`config.mk`:
```
export PLATFORM = sky130hd
export DESIGN_NAME = prefetch_issuer
export DESIGN_NICKNAME = d
export VERILOG_FILES = /design/src/rtl/prefetch_issuer.sv
export SDC_FILE = /design/constraint.sdc
export NUM_CORES = 1
export LEC_CHECK = 0
export BUFFER_PORTS_ARGS = -buffer_cell sky130_fd_sc_hd__buf_2
export CAP_MARGIN = 0
export CORE_MARGIN = 2
export CORE_UTILIZATION = 32
export CTS_CLUSTER_SIZE = 12
export DETAILED_ROUTE_END_ITERATION = 12
export PLACE_DENSITY_LB_ADDON = 0.05
export SYNTH_ARGS = -nofsm -noshare
export SYNTH_HDL_FRONTEND = slang
export SYNTH_SLANG_ARGS = --single-unit
```
`constraint.sdc`:
```
create_clock -name clk -period 3.3 [get_ports clk]
set_clock_uncertainty 0.1 [all_clocks]
set_input_delay 0.99 -clock clk [delete_from_list [all_inputs] [get_ports clk]]
set_output_delay 0.99 -clock clk [all_outputs]
set_load 0.01 [all_outputs]
```
`src/rtl/prefetch_issuer.sv`:
```
`timescale 1ns/1ps
`default_nettype none
// ============================================================================
// Module   : prefetch_issuer
// Purpose  : Accepts prefetch requests from a stream predictor, filters out
//            duplicates, queues them in a small FIFO and issues them one at
//            a time to memory. Returned lines land in a small round-robin
//            prefetch buffer that demand lookups probe and consume.
// Ports    : clk, rst_n (async, active-low)
//            prefetch_v/prefetch_addr             - incoming prefetch requests
//            mem_req_v/mem_req_addr/mem_req_ready - memory read request channel
//            mem_resp_v/mem_resp_addr/mem_resp_data - memory response channel
//            demand_v/demand_addr                 - demand lookup
//            demand_hit/demand_data               - registered lookup result
//            pf_issued/pf_dropped/pf_useful       - 8-bit saturating counters,
//                                                   present only with the
//                                                   PF_STATS_EN macro defined
// Options  : `define PF_STATS_EN to add the statistics counters.
// Revision : 1.0 - initial release
// ============================================================================
module prefetch_issuer #(
    parameter int QDEPTH = 4,
    parameter int BUFN   = 4
) (
    input  logic        clk,
    input  logic        rst_n,
    input  logic        prefetch_v,
    input  logic [15:0] prefetch_addr,
    output logic        mem_req_v,
    output logic [15:0] mem_req_addr,
    input  logic        mem_req_ready,
    input  logic        mem_resp_v,
    input  logic [15:0] mem_resp_addr,
    input  logic [15:0] mem_resp_data,
    input  logic        demand_v,
    input  logic [15:0] demand_addr,
    output logic        demand_hit,
    output logic [15:0] demand_data
`ifdef PF_STATS_EN
    ,
    output logic [7:0]  pf_issued,
    output logic [7:0]  pf_dropped,
    output logic [7:0]  pf_useful
`endif
);

    localparam int QW = (QDEPTH > 1) ? $clog2(QDEPTH) : 1;
    localparam int BW = (BUFN > 1) ? $clog2(BUFN) : 1;

    typedef enum logic [1:0] {
        S_IDLE = 2'd0,
        S_REQ  = 2'd1,
        S_WAIT = 2'd2
    } state_t;

    state_t r_state, w_next_state;

    // Request FIFO
    logic [15:0]       r_fifo_addr [QDEPTH];
    logic [QDEPTH-1:0] r_fifo_vld;
    logic [QW-1:0]     r_wr_ptr, r_rd_ptr;
    logic [QW:0]       r_count;

    // In-flight request; doubles as the registered memory request address
    logic [15:0]       r_inflight;
    logic              r_mem_req_v;

    // Prefetch buffer
    logic [BUFN-1:0]   r_buf_vld;
    logic [15:0]       r_buf_tag  [BUFN];
    logic [15:0]       r_buf_data [BUFN];
    logic [BW-1:0]     r_rp;

    logic              r_demand_hit;
    logic [15:0]       r_demand_data;

    logic              w_full, w_empty, w_dup, w_push, w_pop, w_drop;
    logic              w_handshake, w_resp_match;
    logic              w_hit;
    logic [BW-1:0]     w_hit_idx;
    logic [15:0]       w_hit_data;

    assign w_full       = (r_count == (QW+1)'(QDEPTH));
    assign w_empty      = (r_count == '0);
    assign w_pop        = (r_state == S_IDLE) && !w_empty;
    assign w_handshake  = (r_state == S_REQ) && mem_req_ready;
    assign w_resp_match = (r_state == S_WAIT) && mem_resp_v &&
                          (mem_resp_addr == r_inflight);
    // Full is judged on pre-edge occupancy, so a same-cycle pop does not
    // make room for an incoming request.
    assign w_push       = prefetch_v && !w_full && !w_dup;
    assign w_drop       = prefetch_v && (w_full || w_dup);

    // Duplicate filter: queued entries, the in-flight address, buffered tags
    always_comb begin
        w_dup = 1'b0;
        for (int i = 0; i < QDEPTH; i++) begin
            if (r_fifo_vld[i] && (r_fifo_addr[i] == prefetch_addr)) begin
                w_dup = 1'b1;
            end
        end
        if ((r_state != S_IDLE) && (r_inflight == prefetch_addr)) begin
            w_dup = 1'b1;
        end
        for (int i = 0; i < BUFN; i++) begin
            if (r_buf_vld[i] && (r_buf_tag[i] == prefetch_addr)) begin
                w_dup = 1'b1;
            end
        end
    end

    // Demand lookup against pre-edge buffer contents. A line being written
    // this cycle is not yet valid, so it naturally reports a miss.
    always_comb begin
        w_hit      = 1'b0;
        w_hit_idx  = '0;
        w_hit_data = '0;
        for (int i = 0; i < BUFN; i++) begin
            if (!w_hit && demand_v && r_buf_vld[i] &&
                (r_buf_tag[i] == demand_addr)) begin
                w_hit      = 1'b1;
                w_hit_idx  = BW'(i);
                w_hit_data = r_buf_data[i];
            end
        end
    end

    // Issue FSM: next-state logic
    always_comb begin
        w_next_state = r_state;
        case (r_state)
            S_IDLE:  if (!w_empty)    w_next_state = S_REQ;
            S_REQ:   if (w_handshake) w_next_state = S_WAIT;
            S_WAIT:  if (w_resp_match) w_next_state = S_IDLE;
            default: w_next_state = S_IDLE;
        endcase
    end

    // Issue FSM: state register; request valid is registered off next state
    always_ff @(posedge clk or negedge rst_n) begin
        if (!rst_n) begin
            r_state     <= S_IDLE;
            r_mem_req_v <= 1'b0;
        end else begin
            r_state     <= w_next_state;
            r_mem_req_v <= (w_next_state == S_REQ);
        end
    end

    // Request FIFO and in-flight register
    always_ff @(posedge clk or negedge rst_n) begin
        if (!rst_n) begin
            for (int i = 0; i < QDEPTH; i++) begin
                r_fifo_addr[i] <= '0;
            end
            r_fifo_vld <= '0;
            r_wr_ptr   <= '0;
            r_rd_ptr   <= '0;
            r_count    <= '0;
            r_inflight <= '0;
        end else begin
            if (w_push) begin
                r_fifo_addr[r_wr_ptr] <= prefetch_addr;
                r_fifo_vld[r_wr_ptr]  <= 1'b1;
                r_wr_ptr              <= r_wr_ptr + QW'(1);
            end
            if (w_pop) begin
                r_fifo_vld[r_rd_ptr] <= 1'b0;
                r_rd_ptr             <= r_rd_ptr + QW'(1);
                r_inflight           <= r_fifo_addr[r_rd_ptr];
            end
            case ({w_push, w_pop})
                2'b10:   r_count <= r_count + (QW+1)'(1);
                2'b01:   r_count <= r_count - (QW+1)'(1);
                default: r_count <= r_count;
            endcase
        end
    end

    // Prefetch buffer. The consume is applied before the fill so that a
    // same-slot collision leaves the freshly written line valid.
    always_ff @(posedge clk or negedge rst_n) begin
        if (!rst_n) begin
            for (int i = 0; i < BUFN; i++) begin
                r_buf_tag[i]  <= '0;
                r_buf_data[i] <= '0;
            end
            r_buf_vld     <= '0;
            r_rp          <= '0;
            r_demand_hit  <= 1'b0;
            r_demand_data <= '0;
        end else begin
            if (w_hit) begin
                r_buf_vld[w_hit_idx] <= 1'b0;
            end
            if (w_resp_match) begin
                r_buf_vld[r_rp]  <= 1'b1;
                r_buf_tag[r_rp]  <= mem_resp_addr;
                r_buf_data[r_rp] <= mem_resp_data;
                if (r_rp == BW'(BUFN - 1)) begin
                    r_rp <= '0;
                end else begin
                    r_rp <= r_rp + BW'(1);
                end
            end
            r_demand_hit  <= w_hit;
            r_demand_data <= w_hit ? w_hit_data : 16'h0000;
        end
    end

    assign mem_req_v    = r_mem_req_v;
    assign mem_req_addr = r_inflight;
    assign demand_hit   = r_demand_hit;
    assign demand_data  = r_demand_data;

`ifdef PF_STATS_EN
    logic [7:0] r_pf_issued, r_pf_dropped, r_pf_useful;

    always_ff @(posedge clk or negedge rst_n) begin
        if (!rst_n) begin
            r_pf_issued  <= '0;
            r_pf_dropped <= '0;
            r_pf_useful  <= '0;
        end else begin
            if (w_handshake && (r_pf_issued != 8'hFF)) begin
                r_pf_issued <= r_pf_issued + 8'd1;
            end
            if (w_drop && (r_pf_dropped != 8'hFF)) begin
                r_pf_dropped <= r_pf_dropped + 8'd1;
            end
            if (w_hit && (r_pf_useful != 8'hFF)) begin
                r_pf_useful <= r_pf_useful + 8'd1;
            end
        end
    end

    assign pf_issued  = r_pf_issued;
    assign pf_dropped = r_pf_dropped;
    assign pf_useful  = r_pf_useful;
`else
    // Drop detection only feeds the statistics counters.
    logic w_unused_drop;
    assign w_unused_drop = w_drop;
`endif

endmodule
`default_nettype wire

```
# [After elaboration in Yosys (flattened, before gate mapping)]
# Index checks and enable logic that the tools add are counted.
[op_classes] n_addsub=5 order_cmp=13 reduce_logical=42 bitwise_logic=9 muxes=49 eq_ne=21
[ops] operator="16-bit == test" n=14
[ops] operator="64-bit bitwise mux" n=3
[ops] operator="16-bit 2-to-1 mux" n=9
[ops] operator="16-bit demux with 2-bit select" n=2
[ops] operator="16-bit binary-select mux with 2-bit select" n=1
[ops] operator="1-bit logical AND" n=32
[ops] operator="1-bit 2-to-1 mux" n=18
[ops] operator="4-bit 2-to-1 mux" n=4
[ops] operator="2-bit by 3-bit less-than comparator with 1-bit output (second input constant)" n=4
[ops] operator="2-bit 2-to-1 mux" n=6
[ops] operator="3-bit greater-or-equal comparator (second input constant)" n=3
[ops] operator="2-bit NOT with 3-bit output" n=3
[ops] operator="4-bit AND" n=2
[ops] operator="1-bit demux with 2-bit select" n=4
[ops] operator="2-bit by 1-bit greater-or-equal comparator with 1-bit output (second input constant)" n=4
[ops] operator="4-bit NOT" n=2
[ops] operator="4-bit OR" n=2
[ops] operator="2-bit by 1-bit adder with 2-bit output (second input constant)" n=3
[ops] operator="2-bit by 1-bit == test with 1-bit output (second input constant)" n=3
[ops] operator="2-bit == test (second input constant)" n=3
[ops] operator="1-bit zero test" n=6
[ops] operator="3-bit by 1-bit less-than comparator with 1-bit output (second input constant)" n=2
[ops] operator="2-bit one-hot mux with 3 select lines" n=1
[ops] operator="3-bit one-hot mux with 2 select lines" n=1
[ops] operator="6 further kinds" n=7
[totals] in_bits=70 wordCells=162 register_bits=245 out_inout_bits=34

# [Depth between registers and ports, before layout]
[logic_depth] depth_word=27 ltp_mapped=13 mapped_depth_nobuf=12

# [Least setup slack after synthesis]
# Ideal clock, no wire load.
[synth_timing] kind="input port to flip-flop" from="in prefetch_addr[3]" to="reg r_count[2]" stages=13 required_ns=3.121 arrival_ns=3.251 setup_time_ns=0.079 n_path_buf=1 setup_slack_ns=-0.130 cell_sequence="buf_4 > xor2_1 > nor4_1 > nand4_1 > o32ai_1 > nor3_4 > nand2_1 > ha_1 > inv_1 > fa_1 > xor2_1 > nor2_1 > xor2_1"
[synth_between] elab_chain_len=15 elab_cells_between_ends=33 classes_between="11 x eq/ne; 10 x mux; 12 x reduce/logical"
[synth_rtl] element="from (decl)" line="28" text="input logic [15:0] prefetch_addr,"
[synth_rtl] element="16-bit == test" line="98" text="if (r_fifo_vld[i] && (r_fifo_addr[i] == prefetch_addr)) begin"
[synth_rtl] element="1-bit logical AND" line="98"
[synth_rtl] element="1-bit 2-to-1 mux (4 in a row)" line="98"
[synth_rtl] element="1-bit 2-to-1 mux" line="102" text="if ((r_state != S_IDLE) && (r_inflight == prefetch_addr)) begin"
[synth_rtl] element="1-bit 2-to-1 mux (3 in a row)" line="106" text="if (r_buf_vld[i] && (r_buf_tag[i] == prefetch_addr)) begin"
[synth_rtl] element="1-bit 2-to-1 mux (*)" line="106"
[synth_rtl] element="1-bit zero test (*)" line="91" text="assign w_push = prefetch_v && !w_full && !w_dup;"
[synth_rtl] element="1-bit logical AND (*)" line="91"
[synth_rtl] element="2-bit by 1-bit == test with 1-bit output / 2-bit == test (equally long branches)" line="172" text="case ({w_push, w_pop})"
[synth_rtl] element="3-bit one-hot mux with 2 select lines / 2-bit nonzero test (equally long branches)"
[synth_rtl] element="to (signal assigned)" line="173" text="2'b10: r_count <= r_count + (QW+1)'(1);"
[synth_rtl] element="to (signal assigned)" line="174" text="2'b01: r_count <= r_count - (QW+1)'(1);"
[synth_rtl] element="to (signal assigned)" line="175" text="default: r_count <= r_count;"
[synth_rtl] element="to (decl)" line="62" text="logic [QW:0] r_count;"
# Every way passes the cells marked *; elsewhere a longest branch is shown, timed or not.
# A chain may end at the register's enable or synchronous reset.

# [Final worst setup path]
[layout_timing] from="in prefetch_addr[8]" to="reg r_count[2]"
# The elaborated chain is that of the path after synthesis.

==> results.yml <==
status:
  status: "finished, final reports clean"
power:
  p_per_area_nw_per_um2: 701
  power.leakage_nw: 7.70
  ir_drop_uv: 451
cts:
  clk_root_buffer_cell: "clkbuf_16"
  clockBufferDepth: 3
  clkLatencyLatePin_ns: 0.58
  cts_tree: "built"
  cts_made_buffers: 31
  ctsHoldBuffers: 0
  htree_levels: 1
  cts.clk_slew.worst_paths_ns: 0.06
  clock_sinks: 245
  cts_setup_buffers: 0
  ctsResizeCount: 0
synth:
  synth_top_area_share_pct: 46.9
  async_reset_ff_share_pct: 100
  synth-edff-count: 0
  synth_top_cell_by_area: "dfrtp_1"
  synth.most_common_cell: "dfrtp_1"
  synth_fp_nets: 1121
  yosys_warnings: 0
  synth_cell_type_count: 38
  avgSynthCellArea_um2: 12.6
  synth_area_leaders: "dfrtp_1, mux2_2, xor2_1"
  synth_common_cells: "dfrtp_1, mux2_2, xor2_1"
  synth-seq-cells: 245
  synthFlopType: "dfrtp_1"
  synthCells: 1037
  synth_seq_area_share_pct: 46.9
  synth_area_um2: 13100
placement:
  place_inst: 1725
  dp_hpwl_mm: 31.2
  portBuffers: 103
  place_area_um2: 15100
  gp_congestion: 0.841
timing:
  setup_viol_count_final: 0
  slew_violations: 0
  fin_crit_sh_pct: 93.2
  max_slew_margin_pct: 54.8
  worstMarginPinSlew_ns: 0.679
  final.min_clock_period_ns: 3.08
  rsz0062_at_grt: "false"
  fmax_mhz: 325
  hold_viol_final: 0
critical_path:
  arrival_ns: 3.49
  critPathLaunchType: "input pin"
  path_class: "in -> reg"
  worstPathRequired_ns: 3.71
  critPathMaxFanout: 8
  endpoint_kind: "flip-flop"
drt:
  drtPass1Iterations: 4
  vias_per_cell: 4.79
  drc: 0
  routedWlPerCell_um: 23.3
  ant_nets: 0
  drt_iter0_markers: 484
  wirelength_mm: 41.5
  vias: 8547
min_path:
  min_path_type: "in -> async"
floorplanning:
  num_rows: 74
  ios: 104
  core_um2: 40600
  initial_utilization_pct: 32.2
  die_y_um: 206
  dieWidth_um: 206
  dieArea_um2: 42500
grt:
  grt_pass1_wl_mm: 62.3
  grt_start_max_net_pins: 73
  grt_pass1_vias: 9064
  grt-ovfl-total: 0
  antenna_found_initial: 3
  grt_usage_pct: 20.0
finish:
  drive_gt1_share_pct: 40.9
  syn_to_final_growth_pct: 23.3
  final_area_um2: 16100
  final_cells: 1783
  nNetsFinal: 1310
run:
  cap_viol_max_count: 0
[power by group]
part           leakage [nW]  internal [mW]  switching [mW]  total (mW)
combinational          3.99           1.97            1.62        3.58
clock                 0.498           1.98            1.37        3.35
sequential             3.21           3.62           0.753        4.37
[kinds of logic after synthesis]
logic type | count (synthesis) | synth area share [%]
simple gates | 144 | 6.14
buf+inv | 109 | 4.20
mux | 242 | 23.1
fa+ha+maj | 14 | 1.40
compound gates | 54 | 2.89
xor+xnor | 229 | 15.3
flops | 245 | 46.9
[placed cells by master, fill, tap and decap left out, drive strengths merged]
cell type    n
xor2       146
dfrtp      245
nor4        32
o22ai        1
nand4       25
clkinv       5
xnor2       83
mux4        16
buf        217
o211ai       1
a21oi       19
inv         48
fa           1
o21ai        7
ha          13
a31oi        2
nor2         6
clkinvlp     1
clkbuf      51
nor3        15
o32ai        2
a21o         2
a22oi        2
o31ai        1
nand3       15
a221oi      16
nand2       51
diode        1
mux2       209
a311oi       1
mux2i       17
[path summary, 6_finish.rpt]
check | start | end | slack, ns | depth (start not counted)
max | prefetch_addr[8] | r_count[2] | 0.22 | 16
min | rst_n | r_fifo_addr[38] | 0.26 | 1
max reg2reg | r_buf_tag[22] | r_count[2] | 0.36 | 12
min reg2reg | r_buf_data[34] | r_buf_data[34] | 0.40 | 1
max in group asynchronous | rst_n | r_buf_data[36] | 1.92 | 2
min in group clk | r_buf_data[34] | r_buf_data[34] | 0.40 | 1
[metrics by stage]
stage	setup WS [ns]	hold WS, ns	setup TNS, ns	utilization [%]	total power [mW]
after floorplan	-0.00911	0.360	-0.00911	-	6.54
after global placement	-0.498	0.387	-21.75	37.2	8.05
after detailed placement	-0.491	0.392	-21.83	37.2	8.03
final	0.225	0.262	0	39.8	11.3
after global routing	0.0995	0.308	0	39.8	11.9
after CTS	0.127	0.273	0	39.7	11.5
[layer usage]
metal  part of all wire [%]  up-vias  GRT usage, %
li1                       -     3981             -
met1                     49     4372          29.2
met2                     46      150          31.9
met3                    4.0       40          3.07
met4                    1.3        4          3.14
met5                  0.046        -             0
[critical path: stages]
cell     delay, ns
buf_2         0.19
buf_4         0.19
xor2_1        0.15
nor4_1        0.29
buf_4         0.17
nand4_1       0.08
o22ai_1       0.20
buf_4         0.16
nor3_4        0.04
nand2_2       0.10
ha_4          0.13
inv_1         0.04
fa_2          0.32
xor2_1        0.15
nor2_1        0.12
xor2_1        0.14
[layout make-up]
type                       instances  area [um2]
fill                            3959       24400
multi-input combinational        683        6470
inverter                          48         180
clock inverter                     6        51.3
antenna                            1        2.50
tap                              532         666
sequential                       245        6130
clock buffer                      51         961
timing repair buffer             217        1670
[sequential cells by signal, summed over array words and instances, names as in the netlist, 3 cells and up]
register and flops:
r_count 3, r_fifo_addr 64, r_fifo_vld 4, r_buf_vld 4, r_buf_data 64, mem_req_addr 16
demand_data 16, r_buf_tag 64
(Power assumes the default switching activity.)
